## src/rtl/alu_seq_pkg.sv

```systemverilog
// rtl/alu_seq_pkg.sv - shared opcodes, FSM state encoding and default widths for alu_seq
// Contents:
//   ALU_SEQ_WIDTH / ALU_SEQ_OPRN_WIDTH  default data and opcode widths
//   ALU_SEQ_OP_*                        opcode constants (8-bit, cast to OPRN_WIDTH at use)
//   alu_seq_state_e                     IDLE / BUSY / DONE
package alu_seq_pkg;

  localparam int ALU_SEQ_WIDTH      = 32;
  localparam int ALU_SEQ_OPRN_WIDTH = 6;

  localparam logic [7:0] ALU_SEQ_OP_ADD = 8'h01;
  localparam logic [7:0] ALU_SEQ_OP_SUB = 8'h02;
  localparam logic [7:0] ALU_SEQ_OP_MUL = 8'h03;
  localparam logic [7:0] ALU_SEQ_OP_SHR = 8'h04;
  localparam logic [7:0] ALU_SEQ_OP_SHL = 8'h05;
  localparam logic [7:0] ALU_SEQ_OP_AND = 8'h06;
  localparam logic [7:0] ALU_SEQ_OP_OR  = 8'h07;
  localparam logic [7:0] ALU_SEQ_OP_NOR = 8'h08;
  localparam logic [7:0] ALU_SEQ_OP_SLT = 8'h09;

  typedef enum logic [1:0] {
    ALU_SEQ_IDLE = 2'd0,
    ALU_SEQ_BUSY = 2'd1,
    ALU_SEQ_DONE = 2'd2
  } alu_seq_state_e;

endpackage

```

## src/rtl/alu_seq_mul.sv

```systemverilog
// rtl/alu_seq_mul.sv - iterative shift-add multiplier, one multiplier bit per cycle
// Ports:
//   clk, rst        clock, synchronous active-high reset
//   start           load operands and clear accumulator/counter
//   mcand, mplier   operands (sampled only when start is high)
//   done            high during the final iteration cycle
//   product         low WIDTH bits of the product, valid while done is high
module alu_seq_mul #(
  parameter int WIDTH = 32
) (
  input  logic             clk,
  input  logic             rst,
  input  logic             start,
  input  logic [WIDTH-1:0] mcand,
  input  logic [WIDTH-1:0] mplier,
  output logic             done,
  output logic [WIDTH-1:0] product
);

  localparam int CW = $clog2(WIDTH + 1);
  localparam logic [CW-1:0] LAST = CW'(WIDTH - 1);

  logic [WIDTH-1:0] acc_q, acc_d;
  logic [WIDTH-1:0] mcand_q, mcand_d;
  logic [WIDTH-1:0] mplier_q, mplier_d;
  logic [CW-1:0]    cnt_q, cnt_d;
  logic             active_q, active_d;
  logic [WIDTH-1:0] acc_step;

  // The final partial sum is handed out combinationally so the top level can
  // register the product on the same edge that retires the last bit.
  assign acc_step = acc_q + (mplier_q[0] ? mcand_q : '0);
  assign done     = active_q && (cnt_q == LAST);
  assign product  = acc_step;

  always_comb begin
    acc_d    = acc_q;
    mcand_d  = mcand_q;
    mplier_d = mplier_q;
    cnt_d    = cnt_q;
    active_d = active_q;
    if (start) begin
      acc_d    = '0;
      mcand_d  = mcand;
      mplier_d = mplier;
      cnt_d    = '0;
      active_d = 1'b1;
    end else if (active_q) begin
      acc_d    = acc_step;
      mcand_d  = mcand_q << 1;
      mplier_d = mplier_q >> 1;
      cnt_d    = cnt_q + CW'(1);
      if (cnt_q == LAST) begin
        active_d = 1'b0;
      end
    end
  end

  always_ff @(posedge clk) begin
    if (rst) begin
      acc_q    <= '0;
      mcand_q  <= '0;
      mplier_q <= '0;
      cnt_q    <= '0;
      active_q <= 1'b0;
    end else begin
      acc_q    <= acc_d;
      mcand_q  <= mcand_d;
      mplier_q <= mplier_d;
      cnt_q    <= cnt_d;
      active_q <= active_d;
    end
  end

endmodule

```

## src/rtl/alu_seq.sv

```systemverilog
// rtl/alu_seq.sv - handshaked sequential ALU with single-cycle ops and iterative multiply
// Optional feature macro: ALU_SEQ_OVF_EN (signed overflow flag for add/sub; OVF tied 0 otherwise)
// Ports:
//   CLK, RST               clock, synchronous active-high reset
//   IN_VALID / IN_READY    request handshake; OP1, OP2, OPRN captured on accept
//   OP1, OP2, OPRN         operands and opcode
//   OUT_VALID / OUT_READY  result handshake; OUT, ZERO, OVF held until accepted
module alu_seq
  import alu_seq_pkg::*;
#(
  parameter int WIDTH      = ALU_SEQ_WIDTH,
  parameter int OPRN_WIDTH = ALU_SEQ_OPRN_WIDTH
) (
  input  logic                  CLK,
  input  logic                  RST,
  input  logic                  IN_VALID,
  output logic                  IN_READY,
  input  logic [WIDTH-1:0]      OP1,
  input  logic [WIDTH-1:0]      OP2,
  input  logic [OPRN_WIDTH-1:0] OPRN,
  output logic                  OUT_VALID,
  input  logic                  OUT_READY,
  output logic [WIDTH-1:0]      OUT,
  output logic                  ZERO,
  output logic                  OVF
);

  localparam logic [WIDTH-1:0] W_VAL = WIDTH'(WIDTH);

  alu_seq_state_e   state_q, state_d;
  logic [WIDTH-1:0] out_q, out_d;
  logic             zero_q, zero_d;

  logic             accept;
  logic             in_ready;
  logic             is_mul;
  logic             mul_start;
  logic             mul_done;
  logic [WIDTH-1:0] mul_product;

  logic [WIDTH-1:0] sum;
  logic [WIDTH-1:0] diff;
  logic             shamt_big;
  logic [WIDTH-1:0] alu_res;
  logic             alu_ovf;

  alu_seq_mul #(
    .WIDTH (WIDTH)
  ) u_mul (
    .clk     (CLK),
    .rst     (RST),
    .start   (mul_start),
    .mcand   (OP1),
    .mplier  (OP2),
    .done    (mul_done),
    .product (mul_product)
  );

  assign sum       = OP1 + OP2;
  assign diff      = OP1 - OP2;
  assign shamt_big = (OP2 >= W_VAL);
  assign is_mul    = (OPRN == OPRN_WIDTH'(ALU_SEQ_OP_MUL));

  // Single-cycle datapath; evaluated on the live inputs and registered only
  // on accept, which is what captures the operands.
  always_comb begin
    alu_res = '0;
    alu_ovf = 1'b0;
    case (OPRN)
      OPRN_WIDTH'(ALU_SEQ_OP_ADD): alu_res = sum;
      OPRN_WIDTH'(ALU_SEQ_OP_SUB): alu_res = diff;
      OPRN_WIDTH'(ALU_SEQ_OP_SHR): alu_res = shamt_big ? '0 : (OP1 >> OP2);
      OPRN_WIDTH'(ALU_SEQ_OP_SHL): alu_res = shamt_big ? '0 : (OP1 << OP2);
      OPRN_WIDTH'(ALU_SEQ_OP_AND): alu_res = OP1 & OP2;
      OPRN_WIDTH'(ALU_SEQ_OP_OR):  alu_res = OP1 | OP2;
      OPRN_WIDTH'(ALU_SEQ_OP_NOR): alu_res = ~(OP1 | OP2);
      OPRN_WIDTH'(ALU_SEQ_OP_SLT): alu_res = {{(WIDTH-1){1'b0}}, (OP1 < OP2)};
      default:                     alu_res = '0;
    endcase
`ifdef ALU_SEQ_OVF_EN
    // Overflow when the result sign departs from OP1 although the operand
    // signs make that impossible in infinite precision.
    if (OPRN == OPRN_WIDTH'(ALU_SEQ_OP_ADD)) begin
      alu_ovf = (OP1[WIDTH-1] == OP2[WIDTH-1]) && (sum[WIDTH-1] != OP1[WIDTH-1]);
    end else if (OPRN == OPRN_WIDTH'(ALU_SEQ_OP_SUB)) begin
      alu_ovf = (OP1[WIDTH-1] != OP2[WIDTH-1]) && (diff[WIDTH-1] != OP1[WIDTH-1]);
    end
`endif
  end

`ifdef ALU_SEQ_OVF_EN
  logic ovf_q, ovf_d;
`endif

  always_comb begin
    state_d   = state_q;
    out_d     = out_q;
    zero_d    = zero_q;
`ifdef ALU_SEQ_OVF_EN
    ovf_d     = ovf_q;
`endif
    mul_start = 1'b0;
    in_ready  = 1'b0;

    case (state_q)
      ALU_SEQ_IDLE: begin
        in_ready = 1'b1;
      end
      ALU_SEQ_BUSY: begin
        if (mul_done) begin
          out_d   = mul_product;
          zero_d  = (mul_product == '0);
`ifdef ALU_SEQ_OVF_EN
          ovf_d   = 1'b0;
`endif
          state_d = ALU_SEQ_DONE;
        end
      end
      ALU_SEQ_DONE: begin
        // Consumer draining the result frees the slot in the same cycle.
        in_ready = OUT_READY;
        if (OUT_READY) begin
          state_d = ALU_SEQ_IDLE;
        end
      end
      default: begin
        state_d = ALU_SEQ_IDLE;
      end
    endcase

    // A new accept from IDLE or DONE overrides the plain DONE->IDLE step,
    // giving back-to-back results with no bubble.
    accept = IN_VALID && in_ready;
    if (accept) begin
      if (is_mul) begin
        mul_start = 1'b1;
        state_d   = ALU_SEQ_BUSY;
      end else begin
        out_d     = alu_res;
        zero_d    = (alu_res == '0);
`ifdef ALU_SEQ_OVF_EN
        ovf_d     = alu_ovf;
`endif
        state_d   = ALU_SEQ_DONE;
      end
    end
  end

  always_ff @(posedge CLK) begin
    if (RST) begin
      state_q <= ALU_SEQ_IDLE;
      out_q   <= '0;
      zero_q  <= 1'b1;
`ifdef ALU_SEQ_OVF_EN
      ovf_q   <= 1'b0;
`endif
    end else begin
      state_q <= state_d;
      out_q   <= out_d;
      zero_q  <= zero_d;
`ifdef ALU_SEQ_OVF_EN
      ovf_q   <= ovf_d;
`endif
    end
  end

  assign IN_READY  = in_ready;
  assign OUT_VALID = (state_q == ALU_SEQ_DONE);
  assign OUT       = out_q;
  assign ZERO      = zero_q;
`ifdef ALU_SEQ_OVF_EN
  assign OVF       = ovf_q;
`else
  assign OVF       = 1'b0;
  logic unused_ovf;
  assign unused_ovf = alu_ovf;
`endif

endmodule

```

## config.mk

```make
export PLATFORM = sky130hd
export DESIGN_NAME = alu_seq
export DESIGN_NICKNAME = d
export VERILOG_FILES = /design/src/rtl/alu_seq_pkg.sv /design/src/rtl/alu_seq_mul.sv /design/src/rtl/alu_seq.sv
export SDC_FILE = /design/constraint.sdc
export NUM_CORES = 1
export LEC_CHECK = 0
export CAP_MARGIN = 20
export CORE_UTILIZATION = 30
export DETAILED_ROUTE_END_ITERATION = 16
export MAX_ROUTING_LAYER = met4
export PLACE_DENSITY = 0.48
export SLEW_MARGIN = 20
export SYNTH_ARGS = -nofsm -noshare
export SYNTH_HDL_FRONTEND = slang
export SYNTH_SLANG_ARGS = --single-unit
```

## constraint.sdc

```tcl
create_clock -name CLK -period 8.1 [get_ports CLK]
set_input_delay 1.62 -clock CLK [delete_from_list [all_inputs] [get_ports CLK]]
set_output_delay 1.62 -clock CLK [all_outputs]
set_load 0.01 [all_outputs]
```

==> results.sh <==
export IMPL_status="complete, no violations"
export IMPL_rows=85
export IMPL_area_growth_pct=13.5
export IMPL_final_max_slew_viol_count=0
export IMPL_start_kind="primary input"
export IMPL_utilization_pct=34.8
export IMPL_grt_total_usage_pct=27.2
export IMPL_hold_viol=0
export IMPL_critPathMaxFanout=30
export IMPL_yosysSeqAreaShare_pct=16.6
export IMPL_ant_nets=0
export IMPL_synth_edf_count=0
export IMPL_syn_area_per_cell_sq_um=7.82
export IMPL_finClkSkew_ns=0.0163
export IMPL_die_y_um=237
export IMPL_tightest_slew_ns=1.17
export IMPL_powerDensity_nw_per_um2=123
export IMPL_worstSkewPairLatency_ns=0.48
export IMPL_setup_ws_ns=1.59
export IMPL_synth_cell_types=93
export IMPL_core_area_sq_um=54200
export IMPL_first_pass_iters=6
export IMPL_crit_type="in -> reg"
export IMPL_cts_tree="built"
export IMPL_dieArea_sq_um=56300
export IMPL_grt_pass1_wl_um=112000
export IMPL_hold_path_class="reg -> reg"
export IMPL_drc=0
export IMPL_syn_nets=2330
export IMPL_routed_wl_um=75200
export IMPL_die_w_um=237
export IMPL_start_util_pct=30.6
export IMPL_yosys_most_used_dff="dfxtp_1"
export IMPL_hpwl_um=56000
export IMPL_relSlewSlack_pct=21.9
export IMPL_drt_iter0_drc=1803
export IMPL_dp_slack_ns=1.32
export IMPL_rsz0062_at_grt="false"
export IMPL_drive_above_1_share_pct=9.07
export IMPL_clk_pin_slew_ns=0.06
export IMPL_fmax_mhz=154
export IMPL_antenna_found_initial=4
export IMPL_finalSetupViolations=0
export IMPL_setup_tns_final_ns=0
export IMPL_grt_max_degree=81
export IMPL_port_buffers=108
export IMPL_async_flop_share_pct=0
export IMPL_h_tree_depth=4
export IMPL_clock_path_buffers=2
export IMPL_netlist_area_sq_um=16600
export IMPL_cts_hold_buffers=0
export IMPL_cts_resized=0
export IMPL_io_pins=110
export IMPL_reg2reg_depth=15
export IMPL_min_path_cells=2
export IMPL_holdWs_ns=0.489
export IMPL_via_per_inst=6.14
export IMPL_cts_root_buf="clkbuf_16"
export IMPL_ys_warn_count=0
export IMPL_synth_seq_cells=138
export IMPL_overflow=0
export IMPL_cts_sinks=138
export IMPL_netlist_instances=2125
export IMPL_cts_buffers=17
export IMPL_vdd_drop_max_mv=0.150
export IMPL_finalCritPeriodShare_pct=80.3
export IMPL_max_cap_viol_count=0
export IMPL_place_congestion=1.01
export IMPL_post_cts_buffers=0
export IMPL_leakage_nw=7.27
export IMPL_dr_total_vias=17500
export IMPL_endpoint_kind="flop"
export IMPL_layout_min_cycle_time_ns=6.51
export IMPL_nets=2342
export IMPL_grt_pass1_vias=16700
export IMPL_cp_data_arrival_time_ns=6.87
export IMPL_avgRoutedWirePerCell_um=26.4
export IMPL_crit_required_ns=8.46
[synth_stat cells, types with 8 or more instances]
| cell | n | area, sq um |
|---|---|---|
| xnor2_1 | 25 | 219 |
| nand2_1 | 134 | 503 |
| dfxtp_1 | 138 | 2760 |
| o21bai_1 | 9 | 67.6 |
| mux4_2 | 56 | 1260 |
| a221o_1 | 26 | 260 |
| inv_1 | 102 | 383 |
| a22oi_1 | 9 | 67.6 |
| o221ai_1 | 9 | 78.8 |
| buf_2 | 10 | 50.1 |
| a2111oi_0 | 10 | 87.6 |
| o21ai_1 | 21 | 105 |
| a221oi_1 | 26 | 228 |
| a21o_1 | 41 | 308 |
| nand3_1 | 50 | 250 |
| mux2i_1 | 121 | 1210 |
| nor3_1 | 44 | 220 |
| nand2b_1 | 20 | 125 |
| nor4_1 | 20 | 125 |
| and2_1 | 42 | 263 |
| o211ai_1 | 27 | 203 |
| a211oi_1 | 124 | 931 |
| inv_2 | 10 | 37.5 |
| a21oi_1 | 131 | 656 |
| ha_1 | 128 | 1600 |
| o22ai_1 | 13 | 81.3 |
| mux2_2 | 16 | 180 |
| nand4_1 | 26 | 163 |
| buf_1 | 16 | 60.1 |
| xor2_1 | 12 | 105 |
| a211o_1 | 8 | 70.1 |
| clkbuf_1 | 125 | 469 |
| o21ai_0 | 58 | 290 |
| o31ai_1 | 13 | 97.6 |
| and3_1 | 22 | 138 |
| or2_2 | 9 | 56.3 |
| o21a_1 | 18 | 135 |
| nor2b_1 | 26 | 163 |
| a31oi_1 | 29 | 181 |
| nor3b_1 | 8 | 60.1 |
| nor2_1 | 246 | 923 |
[stage by stage]
step           instance area, sq um  total power [mW]  std cells
2_1_floorplan                 16600              1.17       2125
3_3_place_gp                  18200              1.47       2814
3_5_place_dp                  18200              1.47       2814
4_1_cts                       18800              2.32       2846
5_1_grt                       18800              2.42       2847
6_report                      18900              2.32       2849
[cell families after synthesis]
| group | synth area share (%) |
|---|---|
| simple gates | 20.0 |
| compound gates | 28.1 |
| flops | 16.6 |
| fa+ha+maj | 10.0 |
| other cells | 0.0226 |
| xor+xnor | 1.95 |
| buf+inv | 6.67 |
| mux | 16.6 |
[where the power goes]
group | total [mW] | leakage, nW | switching, mW | internal [mW]
Clock | 0.842 | 0.298 | 0.371 | 0.471
Sequential | 0.709 | 1.12 | 0.0142 | 0.694
Combinational | 0.768 | 5.85 | 0.483 | 0.285
[metal layers]
metal | GRT usage, % | share of wire [%] | up-vias
met5 | - | 0 | -
met4 | 10.4 | 3.8 | 0
met3 | 4.52 | 6.4 | 132
met2 | 41.2 | 45 | 744
met1 | 36.2 | 45 | 8563
li1 | - | - | 8050
[layout by cell type, fill, tap and decap left out, types with 18 or more instances in the layout]
cell / instances
a211oi_1: 124
a221oi_1: 26
nor4_1: 20
nand3_1: 49
a221o_1: 26
a21oi_1: 131
o21a_1: 18
clkdlybuf4s50_1: 104
ha_1: 128
mux2i_1: 121
nand4_1: 26
nand2b_1: 20
o211ai_1: 27
o21ai_1: 21
nor3_1: 43
a21o_1: 41
nor2b_1: 26
a31oi_1: 29
and2_1: 42
mux4_2: 56
xnor2_1: 25
buf_4: 47
nand2_1: 133
inv_1: 102
o21ai_0: 58
nor2_1: 243
and3_1: 22
dfxtp_1: 137
[worst max-delay path, stage by stage]
cell and delay, ns:
buf_2 0.61, inv_2 0.34, ha_1 0.41, o21bai_1 0.25, o2111ai_1 0.34, and4b_1 0.39
o41ai_1 0.74, a31oi_1 0.22, a221oi_1 0.27, o211ai_1 0.27, a2111oi_0 0.79, nand4_1 0.21
nor4_2 0.19, a31oi_1 0.12, o41ai_1 0.07
[final timing paths]
path | endpoint | startpoint | slack (ns)
max reg2reg | ZERO | u_mul.mplier_q[0] | 3.54
min | u_mul.acc_q[18] | u_mul.acc_q[18] | 0.49
min reg2reg | u_mul.acc_q[18] | u_mul.acc_q[18] | 0.49
max | ZERO | OP2[1] | 1.59
[sequential cells by signal (all words and copies together), names as in the netlist]
name	count
OUT	32
u_mul.acc_q	32
u_mul.mcand_q	32
u_mul.mplier_q	32
u_mul.cnt_q	6
state_q	2
ZERO	1
u_mul.active_q	1
[cell type report]
cell class	count	area, sq um
Clock buffer	19	443
Multi-Input combinational cell	1713	12800
Clock inverter	13	156
Timing Repair Buffer	153	1400
Fill cell	5725	35400
Sequential cell	138	2770
Antenna cell	3	7.51
Tap cell	696	871
Inverter	114	428
Note: power is estimated with default switching activity, not from simulation.
